===== config.mk =====
export PLATFORM = sky130hd
export DESIGN_NAME = i2c_addr_matcher
export DESIGN_NICKNAME = d
export VERILOG_FILES = /design/src/rtl/i2c_addr_matcher.sv
export SDC_FILE = /design/constraint.sdc
export NUM_CORES = 1
export LEC_CHECK = 0
export BUFFER_PORTS_ARGS = -buffer_cell sky130_fd_sc_hd__buf_2
export CAP_MARGIN = 10
export CELL_PAD_IN_SITES_DETAIL_PLACEMENT = 1
export CELL_PAD_IN_SITES_GLOBAL_PLACEMENT = 2
export CORE_ASPECT_RATIO = 1.25
export CORE_MARGIN = 1.5
export CORE_UTILIZATION = 33
export DETAILED_ROUTE_END_ITERATION = 8
export MAX_ROUTING_LAYER = met4
export PLACE_DENSITY_LB_ADDON = 0.2
export SYNTH_ARGS = -nofsm -noshare
export SYNTH_HDL_FRONTEND = slang
export SYNTH_SLANG_ARGS = --single-unit

===== constraint.sdc =====
create_clock -name clk -period 2.4 [get_ports clk]
set_input_delay 0.12 -clock clk [delete_from_list [all_inputs] [get_ports clk]]
set_output_delay 0.12 -clock clk [all_outputs]
set_load 0.01 [all_outputs]

===== src/rtl/i2c_addr_matcher.sv =====
// I2C target address decoder: programmable table of 7/10-bit addresses, general call,
// and the 10-bit repeated-start read header. Tells the byte engine when to ACK and the direction.
module i2c_addr_matcher #(
  parameter int NUM_ADDR  = 2,
  parameter int ADDR10_EN = 1,
  parameter int GC_EN     = 1,
  localparam int IW = (NUM_ADDR > 1) ? $clog2(NUM_ADDR) : 1
) (
  input  logic                    clk,
  input  logic                    rst_n,
  input  logic                    scl_rise,
  input  logic                    sda_in,
  input  logic                    start_det,
  input  logic                    stop_det,
  input  logic [10*NUM_ADDR-1:0]  addr_table,
  input  logic [NUM_ADDR-1:0]     addr_mode,
  input  logic [NUM_ADDR-1:0]     addr_en,
  output logic                    ack_req,
  output logic                    addr_match,
  output logic [IW-1:0]           match_idx,
  output logic                    read_bit,
  output logic                    write_bit,
  output logic                    general_call,
  output logic                    busy
);

  typedef enum logic [2:0] {
    S_IDLE, S_ADDR1, S_ACK1, S_ADDR2, S_ACK2, S_MATCHED, S_NOMATCH
  } state_t;

  state_t            state_q, state_d;
  logic [3:0]        bit_cnt_q, bit_cnt_d;
  logic [6:0]        shift_q, shift_d;
  logic              hold10_q, hold10_d;
  logic [IW-1:0]     hold_idx_q, hold_idx_d;
  logic [NUM_ADDR-1:0] cand_q, cand_d;
  logic [IW-1:0]     pend_idx_q, pend_idx_d;
  logic              pend_rw_q, pend_rw_d;
  logic              pend_gc_q, pend_gc_d;
  logic              pend_10_q, pend_10_d;
  logic              ack_req_q, ack_req_d;
  logic              addr_match_q, addr_match_d;
  logic [IW-1:0]     match_idx_q, match_idx_d;
  logic              read_bit_q, read_bit_d;
  logic              write_bit_q, write_bit_d;
  logic              general_call_q, general_call_d;

  logic [9:0]        ent [NUM_ADDR];
  logic [7:0]        byte_w;
  logic              m7_hit, m2_hit, hdr10;
  logic [IW-1:0]     m7_idx, m2_idx;
  logic [NUM_ADDR-1:0] hdr_cand;

  for (genvar g = 0; g < NUM_ADDR; g++) begin : g_ent
    assign ent[g] = addr_table[10*g +: 10];
  end

  // Byte as it stands once the current bit is shifted in; only meaningful on the 8th rise.
  assign byte_w = {shift_q, sda_in};
  assign hdr10  = (byte_w[7:3] == 5'b11110);

  // Descending scan so the lowest matching index is the one left standing.
  always_comb begin
    m7_hit   = 1'b0;
    m7_idx   = '0;
    m2_hit   = 1'b0;
    m2_idx   = '0;
    hdr_cand = '0;
    for (int i = NUM_ADDR - 1; i >= 0; i--) begin
      if (addr_en[i] && !addr_mode[i] && ent[i][6:0] == byte_w[7:1]) begin
        m7_hit = 1'b1;
        m7_idx = IW'(i);
      end
      hdr_cand[i] = addr_en[i] && addr_mode[i] && (ent[i][9:8] == byte_w[2:1]);
      if (cand_q[i] && ent[i][7:0] == byte_w) begin
        m2_hit = 1'b1;
        m2_idx = IW'(i);
      end
    end
  end

  always_comb begin
    state_d        = state_q;
    bit_cnt_d      = bit_cnt_q;
    shift_d        = shift_q;
    hold10_d       = hold10_q;
    hold_idx_d     = hold_idx_q;
    cand_d         = cand_q;
    pend_idx_d     = pend_idx_q;
    pend_rw_d      = pend_rw_q;
    pend_gc_d      = pend_gc_q;
    pend_10_d      = pend_10_q;
    ack_req_d      = ack_req_q;
    addr_match_d   = addr_match_q;
    match_idx_d    = match_idx_q;
    read_bit_d     = read_bit_q;
    write_bit_d    = write_bit_q;
    general_call_d = general_call_q;

    if (stop_det) begin
      state_d        = S_IDLE;
      bit_cnt_d      = '0;
      shift_d        = '0;
      hold10_d       = 1'b0;
      ack_req_d      = 1'b0;
      addr_match_d   = 1'b0;
      match_idx_d    = '0;
      read_bit_d     = 1'b0;
      write_bit_d    = 1'b0;
      general_call_d = 1'b0;
    end else if (start_det) begin
      // hold10 survives so a repeated-start read header can reach the held entry.
      state_d        = S_ADDR1;
      bit_cnt_d      = '0;
      shift_d        = '0;
      ack_req_d      = 1'b0;
      addr_match_d   = 1'b0;
      match_idx_d    = '0;
      read_bit_d     = 1'b0;
      write_bit_d    = 1'b0;
      general_call_d = 1'b0;
    end else if (scl_rise) begin
      unique case (state_q)
        S_ADDR1, S_ADDR2: begin
          shift_d   = byte_w[6:0];
          bit_cnt_d = bit_cnt_q + 4'd1;
          if (bit_cnt_q == 4'd7) begin
            state_d   = S_NOMATCH;
            pend_gc_d = 1'b0;
            pend_10_d = 1'b0;
            pend_rw_d = 1'b0;
            if (state_q == S_ADDR1) begin
              hold10_d = 1'b0;
              if (m7_hit) begin
                state_d    = S_ACK1;
                ack_req_d  = 1'b1;
                pend_idx_d = m7_idx;
                pend_rw_d  = byte_w[0];
              end else if (GC_EN != 0 && byte_w == 8'h00) begin
                state_d    = S_ACK1;
                ack_req_d  = 1'b1;
                pend_idx_d = '0;
                pend_gc_d  = 1'b1;
              end else if (ADDR10_EN != 0 && hdr10 && !byte_w[0] && |hdr_cand) begin
                state_d   = S_ACK1;
                ack_req_d = 1'b1;
                pend_10_d = 1'b1;
                cand_d    = hdr_cand;
              end else if (ADDR10_EN != 0 && hdr10 && byte_w[0] && hold10_q &&
                           ent[hold_idx_q][9:8] == byte_w[2:1]) begin
                state_d    = S_ACK1;
                ack_req_d  = 1'b1;
                pend_idx_d = hold_idx_q;
                pend_rw_d  = 1'b1;
                hold10_d   = 1'b1;
              end
            end else if (m2_hit) begin
              state_d    = S_ACK2;
              ack_req_d  = 1'b1;
              pend_idx_d = m2_idx;
              hold10_d   = 1'b1;
              hold_idx_d = m2_idx;
            end
          end
        end
        S_ACK1, S_ACK2: begin
          ack_req_d = 1'b0;
          bit_cnt_d = '0;
          if (state_q == S_ACK1 && pend_10_q) begin
            state_d = S_ADDR2;
          end else begin
            state_d        = S_MATCHED;
            addr_match_d   = 1'b1;
            match_idx_d    = pend_idx_q;
            read_bit_d     = pend_rw_q;
            write_bit_d    = !pend_rw_q;
            general_call_d = pend_gc_q;
          end
        end
        default: ;
      endcase
    end
  end

  always_ff @(posedge clk or negedge rst_n) begin
    if (!rst_n) begin
      state_q        <= S_IDLE;
      bit_cnt_q      <= '0;
      shift_q        <= '0;
      hold10_q       <= 1'b0;
      hold_idx_q     <= '0;
      cand_q         <= '0;
      pend_idx_q     <= '0;
      pend_rw_q      <= 1'b0;
      pend_gc_q      <= 1'b0;
      pend_10_q      <= 1'b0;
      ack_req_q      <= 1'b0;
      addr_match_q   <= 1'b0;
      match_idx_q    <= '0;
      read_bit_q     <= 1'b0;
      write_bit_q    <= 1'b0;
      general_call_q <= 1'b0;
    end else begin
      state_q        <= state_d;
      bit_cnt_q      <= bit_cnt_d;
      shift_q        <= shift_d;
      hold10_q       <= hold10_d;
      hold_idx_q     <= hold_idx_d;
      cand_q         <= cand_d;
      pend_idx_q     <= pend_idx_d;
      pend_rw_q      <= pend_rw_d;
      pend_gc_q      <= pend_gc_d;
      pend_10_q      <= pend_10_d;
      ack_req_q      <= ack_req_d;
      addr_match_q   <= addr_match_d;
      match_idx_q    <= match_idx_d;
      read_bit_q     <= read_bit_d;
      write_bit_q    <= write_bit_d;
      general_call_q <= general_call_d;
    end
  end

  assign ack_req      = ack_req_q;
  assign addr_match   = addr_match_q;
  assign match_idx    = match_idx_q;
  assign read_bit     = read_bit_q;
  assign write_bit    = write_bit_q;
  assign general_call = general_call_q;
  assign busy         = (state_q != S_IDLE);

endmodule


==> results of run 1 <==
## per-layer routing
| layer | vias to the layer above | track usage | routed length (um) |
|---|---|---|---|
| met5 | - | - | 0 |
| met4 | 0 | 0.0429 | 57 |
| met3 | 4 | 0.0101 | 123 |
| met2 | 31 | 0.343 | 2890 |
| met1 | 864 | 0.233 | 2540 |
| li1 | 857 | - | - |
## how the worst max path moves through the flow
stage	slack, ns	end	depth (start not counted)
2_1_floorplan	0.54	cand_q[0]	6
3_3_place_gp	0.24	cand_q[0]	6
3_5_place_dp	0.16	cand_q[1]	6
4_1_cts	0.13	cand_q[1]	6
5_1_grt	0.04	cand_q[1]	6
6_report	0.16	cand_q[1]	6
## cells by family (layout without fill, tap and decap cells)
group           count (synthesis)  after routing  synth area share
fa+ha+maj                       1              1           0.00638
compound gates                 40             40             0.126
mux                             7              7            0.0370
buf+inv                        21             59            0.0612
flops                          28             28             0.357
simple gates                   91             91             0.247
xor+xnor                       37             37             0.165
## synthesized netlist by cell type (all sizes together)
cell / n
a211oi: 1
a21bo: 1
a21boi: 1
a21o: 2
a21oi: 15
a22o: 1
a22oi: 1
a31oi: 1
and3: 1
and3b: 2
buf: 8
clkbuf: 4
dfrtp: 28
ha: 1
inv: 9
mux2: 2
mux2i: 5
nand2: 31
nand2b: 4
nand3: 10
nand3b: 2
nand4: 7
nand4b: 1
nor2: 11
nor2b: 1
nor3: 6
nor3b: 1
nor4: 6
nor4b: 1
o21a: 3
o21ai: 10
o2bb2ai: 1
o311a: 1
o31ai: 1
o41ai: 1
or2: 1
or3: 2
or4: 4
xnor2: 22
xor2: 15
## per-stage QoR
| step | std cells | hold WS, ns | worst slack [ns] | cell area, um^2 | power [uW] |
|---|---|---|---|---|---|
| 2_1_floorplan | 225 | -0.176 | 0.543 | 1960 | 606 |
| 3_3_place_gp | 324 | 0.202 | 0.242 | 2210 | 702 |
| 3_5_place_dp | 324 | 0.208 | 0.164 | 2210 | 704 |
| 4_1_cts | 329 | 0.0617 | 0.134 | 2270 | 1010 |
| 5_1_grt | 329 | 0.0784 | 0.0426 | 2270 | 1040 |
| 6_report | 329 | 0.0732 | 0.161 | 2270 | 987 |
## cell type report
class,instances,share of cell area
Multi-Input combinational cell,176,0.502
Sequential cell,28,0.309
Timing Repair Buffer,46,0.113
Tap cell,66,0.0364
Clock buffer,4,0.0242
Inverter,9,0.0149
## flip-flops by register name, indices dropped and copies added, names as in the netlist, 2 cells and up
name	flops
cand_q	2
bit_cnt_q	4
shift_q	7
state_q	3
## power breakdown
part / internal, uW / leakage [uW] / switching [uW]
Sequential: 481 / 0.000375 / 14.1
Clock: 147 / 0.0000288 / 148
Combinational: 86.5 / 0.000590 / 111
## worst reg2reg max path: stages, from the launching register on
cell and delay (ns):
dfrtp_1 0.58, nand2_4 0.07, or4_1 0.48, a21oi_1 0.28, inv_1 0.13, nor4b_4 0.39
mux2i_1 0.24
==> reports/metrics.cfg, run 1 <==
[status]
status = complete, no violations

[setup_path]
crit_path_end_kind = flip-flop
crit_chain = nand2_4, or4_1, a21oi_1, inv_1, nor4b_4, mux2i_1
slowest_stage = dfrtp_1
worst_setup_path_start_kind = flip-flop
crit_type = reg2reg
critical-path-top-delay-family = simple AND/OR/NAND/NOR gates
worstReg2RegStart = shift_q[4]
critical_path.max_stage_delay_ns = 0.58
critPathMaxFanout = 8
ff2ff_path_depth = 6
worstPathArrival_ns = 2.44
ff2ff_setup_slack_ns = 0.16
cp_num_buf_inv = 1
cp-startpoint = shift_q[4]
worstReg2RegEnd = cand_q[1]
critPathRequiredTime_ns = 2.60

[place]
hpwl_mm = 4.38
finalWeightedCongestion = 0.873
portBuffers = 36

[clocking]
insertion_delay_ns = 0.27
cts_hold_buf = 1
clock-sinks = 28
cts_setup_buffers = 0
clkTransAtPathRegs_ns = 0.10
cts_made_buffers = 3
cts_buffer_depth = 2
cts_root_buf = clkbuf_8
cts-resized-gates = 0
cts_tree = done
htree_levels = 1

[timing]
setup_viol = 0
skew_ns = 0.00563
min_period_ns = 2.24
slew_violations = 0
final.setup.tns_ns = 0
fmax_ghz = 0.447
worst_pin_slew_ns = 0.681
finalHoldViolCount = 0
maxSlewHeadroom = 0.546
rsz0062_at_grt = false
finalCritPeriodShare = 0.933

[logic_synthesis]
syn_area_per_cell_um2 = 8.72
yosysTopAreaCell = dfrtp_1
synthTopCellsByArea = dfrtp_1 36%, xnor2_1 9.8%, xor2_1 6.7%
ys_warn_count = 0
synthCells = 225
synth_top_area_frac = 0.357
syn-cell-area_mm2 = 0.00196
ys_ff_latch = 28
netlist-cell-type-count = 46
ys_seq_area_frac = 0.357
syn-num-nets = 256

[floorplan]
chipHeight_um = 89.2
start_util = 0.339
io_pins = 37
num_rows = 31
core_mm2 = 0.00578
die-area_mm2 = 0.00642
die_w_um = 72.0

[grt]
grt_usage = 0.189
grt_max_degree = 29
grt_pass1_vias = 1838
grt_pass1_wl_mm = 9.11
grt_overflow_total = 0
antenna_found_initial = 0

[hold_path]
min_from = stop_det
hp-class = in2reg
worst_hold_path.endpoint = state_q[0]
hold_path_depth = 2

[layout]
final_cell_mix = 36 x buf_2, 30 x nand2_1, 28 x dfrtp_1
areaGrowthSynthToFinish_pct = 15.8
drive_above_1_share = 0.213
multi_input_area_mm2 = 0.00114
seq_area_um2 = 701
fin_util = 0.393
antennaDiodeCount = 0
fin_nets = 295
final_common_cell = buf_2
fill_cells = 702

[power_and_ir_drop]
powerDensity_mw_per_mm2 = 435
p_leak_uw = 0.000994
peakVddDrop_mv = 0.286

[drt]
via_count = 1756
drc = 0
drtIter0Drc = 53
ant_nets = 0
drt-total-wl_mm = 5.61
post_drt_wl_per_cell_um = 17.1
via_per_inst = 5.34
detail_route.first_pass.iterations = 4

[job]
drv_cap = 0

No activity file was read; power rests on OpenSTA's default activity.
==> run 2: changes to the inputs <==
- CORE_MARGIN: 1.5 -> default
- HOLD_SLACK_MARGIN: default -> 0.12
==> run 2 against run 1 <==
  * The run now ends with DRC left
  * Count of clock-buffer cells in the layout down 1
  * Sequential share of layout area grew 0.31 points
  * Total power down 3.5%
  * Core utilization down 0.11 points
  * Worst hold slack improved by 0.095 ns
  * Routed wire length down 1.7%
  * Flip-flop and latch count is the same
  * Register-to-register slack improved by 0.02 ns
  * Largest cell class unchanged
==> reports/metrics.cfg, run 2 (synthesis results as in run 1) <==
[clocking]
cts_buffer_depth = 2  ; unchanged
clkTransAtPathRegs_ns = 0.10  ; about the same
clock-sinks = 28  ; unchanged
cts_made_buffers = 3  ; unchanged
htree_levels = 1  ; unchanged
insertion_delay_ns = 0.28  ; about the same
cts_setup_buffers = 0  ; unchanged
cts_tree = done
cts_root_buf = clkbuf_8

[status]
violations = DRC
status = complete, but fails checks

[grt]
grt_overflow_total = 0  ; unchanged
grt_pass1_vias = 1766  ; -3.9%
grt_usage = 0.195  ; +0.00544
grt_pass1_wl_mm = 9.02  ; -1.1%
antenna_found_initial = 0  ; unchanged
grt_max_degree = 29  ; unchanged

[setup_path]
slowest_stage = or4_1
critPathRequiredTime_ns = 2.60  ; about the same
worstPathArrival_ns = 2.42  ; -0.02 ns
worst_setup_path_start_kind = flip-flop
cp_num_buf_inv = 1  ; unchanged
crit_path_end_kind = flip-flop
ff2ff_path_depth = 5  ; -1
crit_chain = or4_1, a21oi_1, inv_1, nor4b_4, mux2i_1
critical-path-top-delay-family = simple AND/OR/NAND/NOR gates
critPathMaxFanout = 9  ; +1
crit_type = reg2reg
critical_path.max_stage_delay_ns = 0.56  ; -0.02 ns
cp.depth = 5  ; -1

[timing]
finalHoldViolCount = 0  ; unchanged
fmax_ghz = 0.450  ; +0.74%
slew_violations = 0  ; unchanged
min_period_ns = 2.22  ; -0.0165 ns
finalCritPeriodShare = 0.926  ; -0.00686
rsz0062_at_grt = false
setup_viol = 0  ; unchanged
worst_pin_slew_ns = 0.696  ; +0.0146 ns
final.setup.tns_ns = 0  ; unchanged
skew_ns = 0.00707  ; +0.00145 ns
maxSlewHeadroom = 0.536  ; -0.00976

[layout]
antennaDiodeCount = 0  ; unchanged
regMostFlops = shift_q
final_cell_mix = 36 x buf_2, 30 x nand2_1, 24 x dfrtp_1
drive_above_1_share = 0.221  ; +0.00845
final_common_cell = buf_2
fin_nets = 295  ; unchanged
fin_util = 0.392  ; -0.00108
largest_reg_flops = 7  ; unchanged
areaGrowthSynthToFinish_pct = 15.4
reg.largest.list = shift_q: 7 flops, bit_cnt_q: 4 flops, state_q: 3 flops

[place]
portBuffers = 36  ; unchanged
finalWeightedCongestion = 0.782  ; -10%
hpwl_mm = 4.28  ; -2.4%

[hold_path]
hp-class = in2reg
hold_path_depth = 3  ; +1

[drt]
via_count = 1760  ; +0.23%
ant_nets = 0  ; unchanged
drt-total-wl_mm = 5.52  ; -1.7%
post_drt_wl_per_cell_um = 16.8  ; -1.4%
via_per_inst = 5.37  ; +0.53%
drtIter0Drc = 58  ; +9.4%
drc = 6  ; +6
detail_route.first_pass.iterations = 6  ; +2

[power_and_ir_drop]
swShare = 0.285  ; +0.00855
p_seq_frac = 0.518  ; +0.017
p_clk_frac = 0.272  ; -0.026
powerDensity_mw_per_mm2 = 421  ; -3.2%
p_sw_uw = 272  ; -0.47%
p_leak_uw = 0.000979  ; -1.5%
peakVddDrop_mv = 0.222  ; -22%
p_comb_frac = 0.209  ; +0.009
p_int_uw = 682  ; -4.6%

[floorplan]
die-area_mm2 = 0.00626  ; -2.5%
die_w_um = 71.0  ; -1.4%
num_rows = 31  ; unchanged
start_util = 0.339  ; unchanged
chipHeight_um = 88.2  ; -1.1%
io_pins = 37  ; unchanged
core_mm2 = 0.00578  ; unchanged

[job]
drv_cap = 0  ; unchanged

-- run 2: cell types whose count changed in the layout (fill, tap and decap cells not counted), sizes merged --
| cell | delta |
|---|---|
| buf | -1 |
| dlygate4sd3 | +1 |
| clkbuf | -1 |
-- run 2: worst reg2reg max path, stage by stage (launching register included) --
cell and delay (ns):
dfrtp_1 0.52, or4_1 0.56, a21oi_1 0.29, inv_1 0.12, nor4b_4 0.41, mux2i_1 0.23
-- run 2: per-stage QoR --
step                worst slack [ns]  instance area [um^2]  std cells  hold WS [ns]  power (uW)
finish                         0.177                  2260        328         0.168         953
global route                  0.0113                  2260        328         0.180        1000
CTS                            0.117                  2260        328         0.161         979
detailed placement             0.139                  2200        323         0.212         703
global placement               0.213                  2200        323         0.205         702
floorplan                      0.543                  1960        225        -0.176         606
-- run 2: timing repair --
| item | in CTS | in global routing |
|---|---|---|
| hold endpoints to repair | 29 | 0 |
| setup endpoints to repair | 0 | 2 |
| resized for setup | 0 | 4 |
| hold buffers | 2 | 0 |
-- run 2: power groups by stage --
| stage | Clock (uW) | Sequential [uW] | Combinational (uW) |
|---|---|---|---|
| after floorplan | 0 | 500 | 106 |
| after CTS | 281 | 494 | 203 |
| after detailed placement | 0 | 504 | 200 |
| after global routing | 282 | 496 | 222 |
| after global placement | 0 | 503 | 199 |
| final | 260 | 494 | 199 |
-- run 2: path summary, 6_finish.rpt --
path / slack (ns) / start / endpoint
hold / removal: 0.17 / sda_in / shift_q[0]
setup reg to reg: 0.18 / shift_q[2] / cand_q[0]
setup / recovery: 0.18 / shift_q[2] / cand_q[0]
min in group asynchronous: 0.41 / rst_n / hold_idx_q
max in group asynchronous: 1.49 / rst_n / shift_q[5]
hold reg to reg: 0.50 / hold10_q / hold10_q
-- run 2: final cells by class --
cell class	count	area (um^2)
Fill cell	700	3510
Multi-Input combinational cell	176	1140
Sequential cell	28	706
Timing Repair Buffer	46	260
Tap cell	66	82.6
Clock buffer	3	41.3
Inverter	9	33.8
-- run 2: routing by layer --
layer	share of wire	global-route usage	up-vias
li1	-	-	853
met1	0.45	0.239	858
met2	0.50	0.336	40
met3	0.030	0.0173	9
met4	0.019	0.0673	0
met5	0	-	-
==> run 3: changes to the inputs <==
- SETUP_SLACK_MARGIN: default -> 0.4
==> run 3 against run 2 <==
  * The run still ends with DRC left
  * Die area stayed put
  * Via count rose by 6.3%
  * Clock power barely moved
  * Global-route usage up 0.48 points
  * Cell count up 8.2%
  * Design area rose by 13%
  * Core utilization up 5.3 points
  * Routed wire length up 6.9%
  * Clock skew fell by 0.0024 ns
  * Largest power group unchanged
==> reports/metrics.cfg, run 3 (synthesis results as in run 1) <==
[status]
status = complete, but fails checks
violations = DRC

[hold_path]
hp-class = in2reg
min_from = sda_in

[timing]
setup_viol = 0  ; unchanged
min_period_ns = 1.97  ; -0.249 ns
hold_slack_ns = 0.164  ; -0.00338 ns
fmax_ghz = 0.507  ; +13%
finalCritPeriodShare = 0.823  ; -0.104
slew_violations = 0  ; unchanged
rsz0062_at_grt = true
finalHoldViolCount = 0  ; unchanged
skew_ns = 0.00467  ; -0.00240 ns
setup_slack_ns = 0.426  ; +0.249 ns
maxSlewHeadroom = 0.546  ; +0.0102
final.setup.tns_ns = 0  ; unchanged
worst_pin_slew_ns = 0.681  ; -0.0154 ns

[clocking]
cts_buffer_depth = 2  ; unchanged
clock-sinks = 28  ; unchanged
htree_levels = 1  ; unchanged
clkTransAtPathRegs_ns = 0.09  ; about the same
cts_root_buf = clkbuf_8
cts_made_buffers = 3  ; unchanged
insertion_delay_ns = 0.28  ; about the same
cts_tree = done

[power_and_ir_drop]
p_leak_uw = 0.00115  ; +17%
peakVddDrop_mv = 0.222  ; about the same
powerDensity_mw_per_mm2 = 377  ; -11%

[floorplan]
num_rows = 31  ; unchanged
start_util = 0.339  ; unchanged
die-area_mm2 = 0.00626  ; unchanged
die_w_um = 71.0  ; unchanged
core_mm2 = 0.00578  ; unchanged
chipHeight_um = 88.2  ; unchanged
io_pins = 37  ; unchanged

[drt]
via_per_inst = 5.27  ; -1.8%
post_drt_wl_per_cell_um = 16.6  ; -1.2%
ant_nets = 0  ; unchanged
detail_route.first_pass.iterations = 7  ; +1
drtIter0Drc = 48  ; -17%
drt-total-wl_mm = 5.90  ; +6.9%
drc = 6  ; unchanged
via_count = 1870  ; +6.3%

[layout]
drive_above_1_share = 0.353  ; +0.132
antennaDiodeCount = 0  ; unchanged
largest_reg_flops = 7  ; unchanged
fill_cells = 692  ; -1.1%
fin_nets = 322  ; +9.2%
fin_util = 0.444  ; +0.0526
areaGrowthSynthToFinish_pct = 30.9
regMostFlops = shift_q
final_common_cell = buf_2
reg.largest.list = shift_q: 7 flops, bit_cnt_q: 4 flops, state_q: 3 flops
final_cell_mix = 36 x buf_2, 34 x buf_4, 28 x nand2_1

[place]
portBuffers = 36  ; unchanged
place_ws_ns = 0.139  ; unchanged
hpwl_mm = 4.28  ; unchanged
finalWeightedCongestion = 0.782  ; unchanged

[setup_path]
critical_path.max_stage_delay_ns = 0.53  ; -0.03 ns
worstReg2RegStart = shift_q[0]
worstPathArrival_ns = 2.16  ; -0.26 ns
cp_num_buf_inv = 1  ; unchanged
critPathRequiredTime_ns = 2.59  ; about the same
slowest_stage = or4_4
crit_chain = buf_4, xnor2_2, nand2_1, or4_4, nand4_1, mux2i_1, a211oi_1
crit_path_end_kind = flip-flop
crit_type = reg2reg
critPathMaxFanout = 4  ; -5
critical-path-top-delay-family = simple AND/OR/NAND/NOR gates
cp-startpoint = shift_q[0]
worst_setup_path_start_kind = flip-flop

[job]
drv_cap = 0  ; unchanged

[grt]
grt_pass1_wl_mm = 9.24  ; +2.5%
grt_usage = 0.200  ; +0.00478
grt_overflow_total = 0  ; unchanged
antenna_found_initial = 0  ; unchanged
grt_max_degree = 29  ; unchanged
grt_pass1_vias = 1843  ; +4.4%

run 3: routing by layer:
layer,track usage,up-vias,wire (um),part of all wire
li1,-,904,-,-
met1,0.237,918,2600,0.44
met2,0.352,39,3050,0.52
met3,0.0184,9,156,0.026
met4,0.0709,0,93,0.016
met5,-,-,0,0
run 3: timing repair:
| item | in CTS | in global routing |
|---|---|---|
| resized for setup | 14 | 15 |
| hold buffers | 2 | 0 |
| pin swaps | 2 | 12 |
| cloned | 0 | 0 |
| hold endpoints to repair | 29 | 0 |
| setup endpoints to repair | 9 | 9 |
| buffers inserted | 10 | 17 |
run 3: through the flow:
| stage | instance area (um^2) | std cells | total power [uW] |
|---|---|---|---|
| 4_1_cts | 2380 | 338 | 983 |
| 6_report | 2570 | 355 | 968 |
| 5_1_grt | 2570 | 355 | 1010 |
| 2_1_floorplan | 1960 | 225 | 606 |
| 3_5_place_dp | 2200 | 323 | 703 |
| 3_3_place_gp | 2200 | 323 | 702 |
run 3: path summary, 6_finish.rpt:
path,slack [ns],end,depth (start not counted)
worst max register to register,0.43,pend_idx_q,7
min in group asynchronous,0.41,hold_idx_q,2
worst min-delay path,0.16,shift_q[0],3
worst min register to register,0.50,hold10_q,1
max in group asynchronous,1.50,shift_q[3],2
worst max-delay path,0.43,pend_idx_q,7
run 3: report_power, final:
group | switching (uW) | internal [uW] | leakage [uW] | total, uW
clock network | 147 | 113 | 0.0000216 | 259
logic | 118 | 95.5 | 0.000764 | 214
registers | 13.0 | 481 | 0.000363 | 494
run 3: cell type report:
class / count / area, um^2 / share of cell area
clock buffer: 3 / 41.3 / 0.0161
tap: 66 / 82.6 / 0.0321
sequential: 28 / 709 / 0.276
multi-input combinational: 176 / 1230 / 0.481
inverter: 9 / 33.8 / 0.0132
timing repair buffer: 73 / 467 / 0.182
run 3: tightest hold or removal path: cells and delay by family:
family | cells | cell delay [ns]
AO/OA/AOI/OAI | 1 | 0.05
buffers and inverters | 1 | 0.16
AND/OR/NAND/NOR | 1 | 0.08
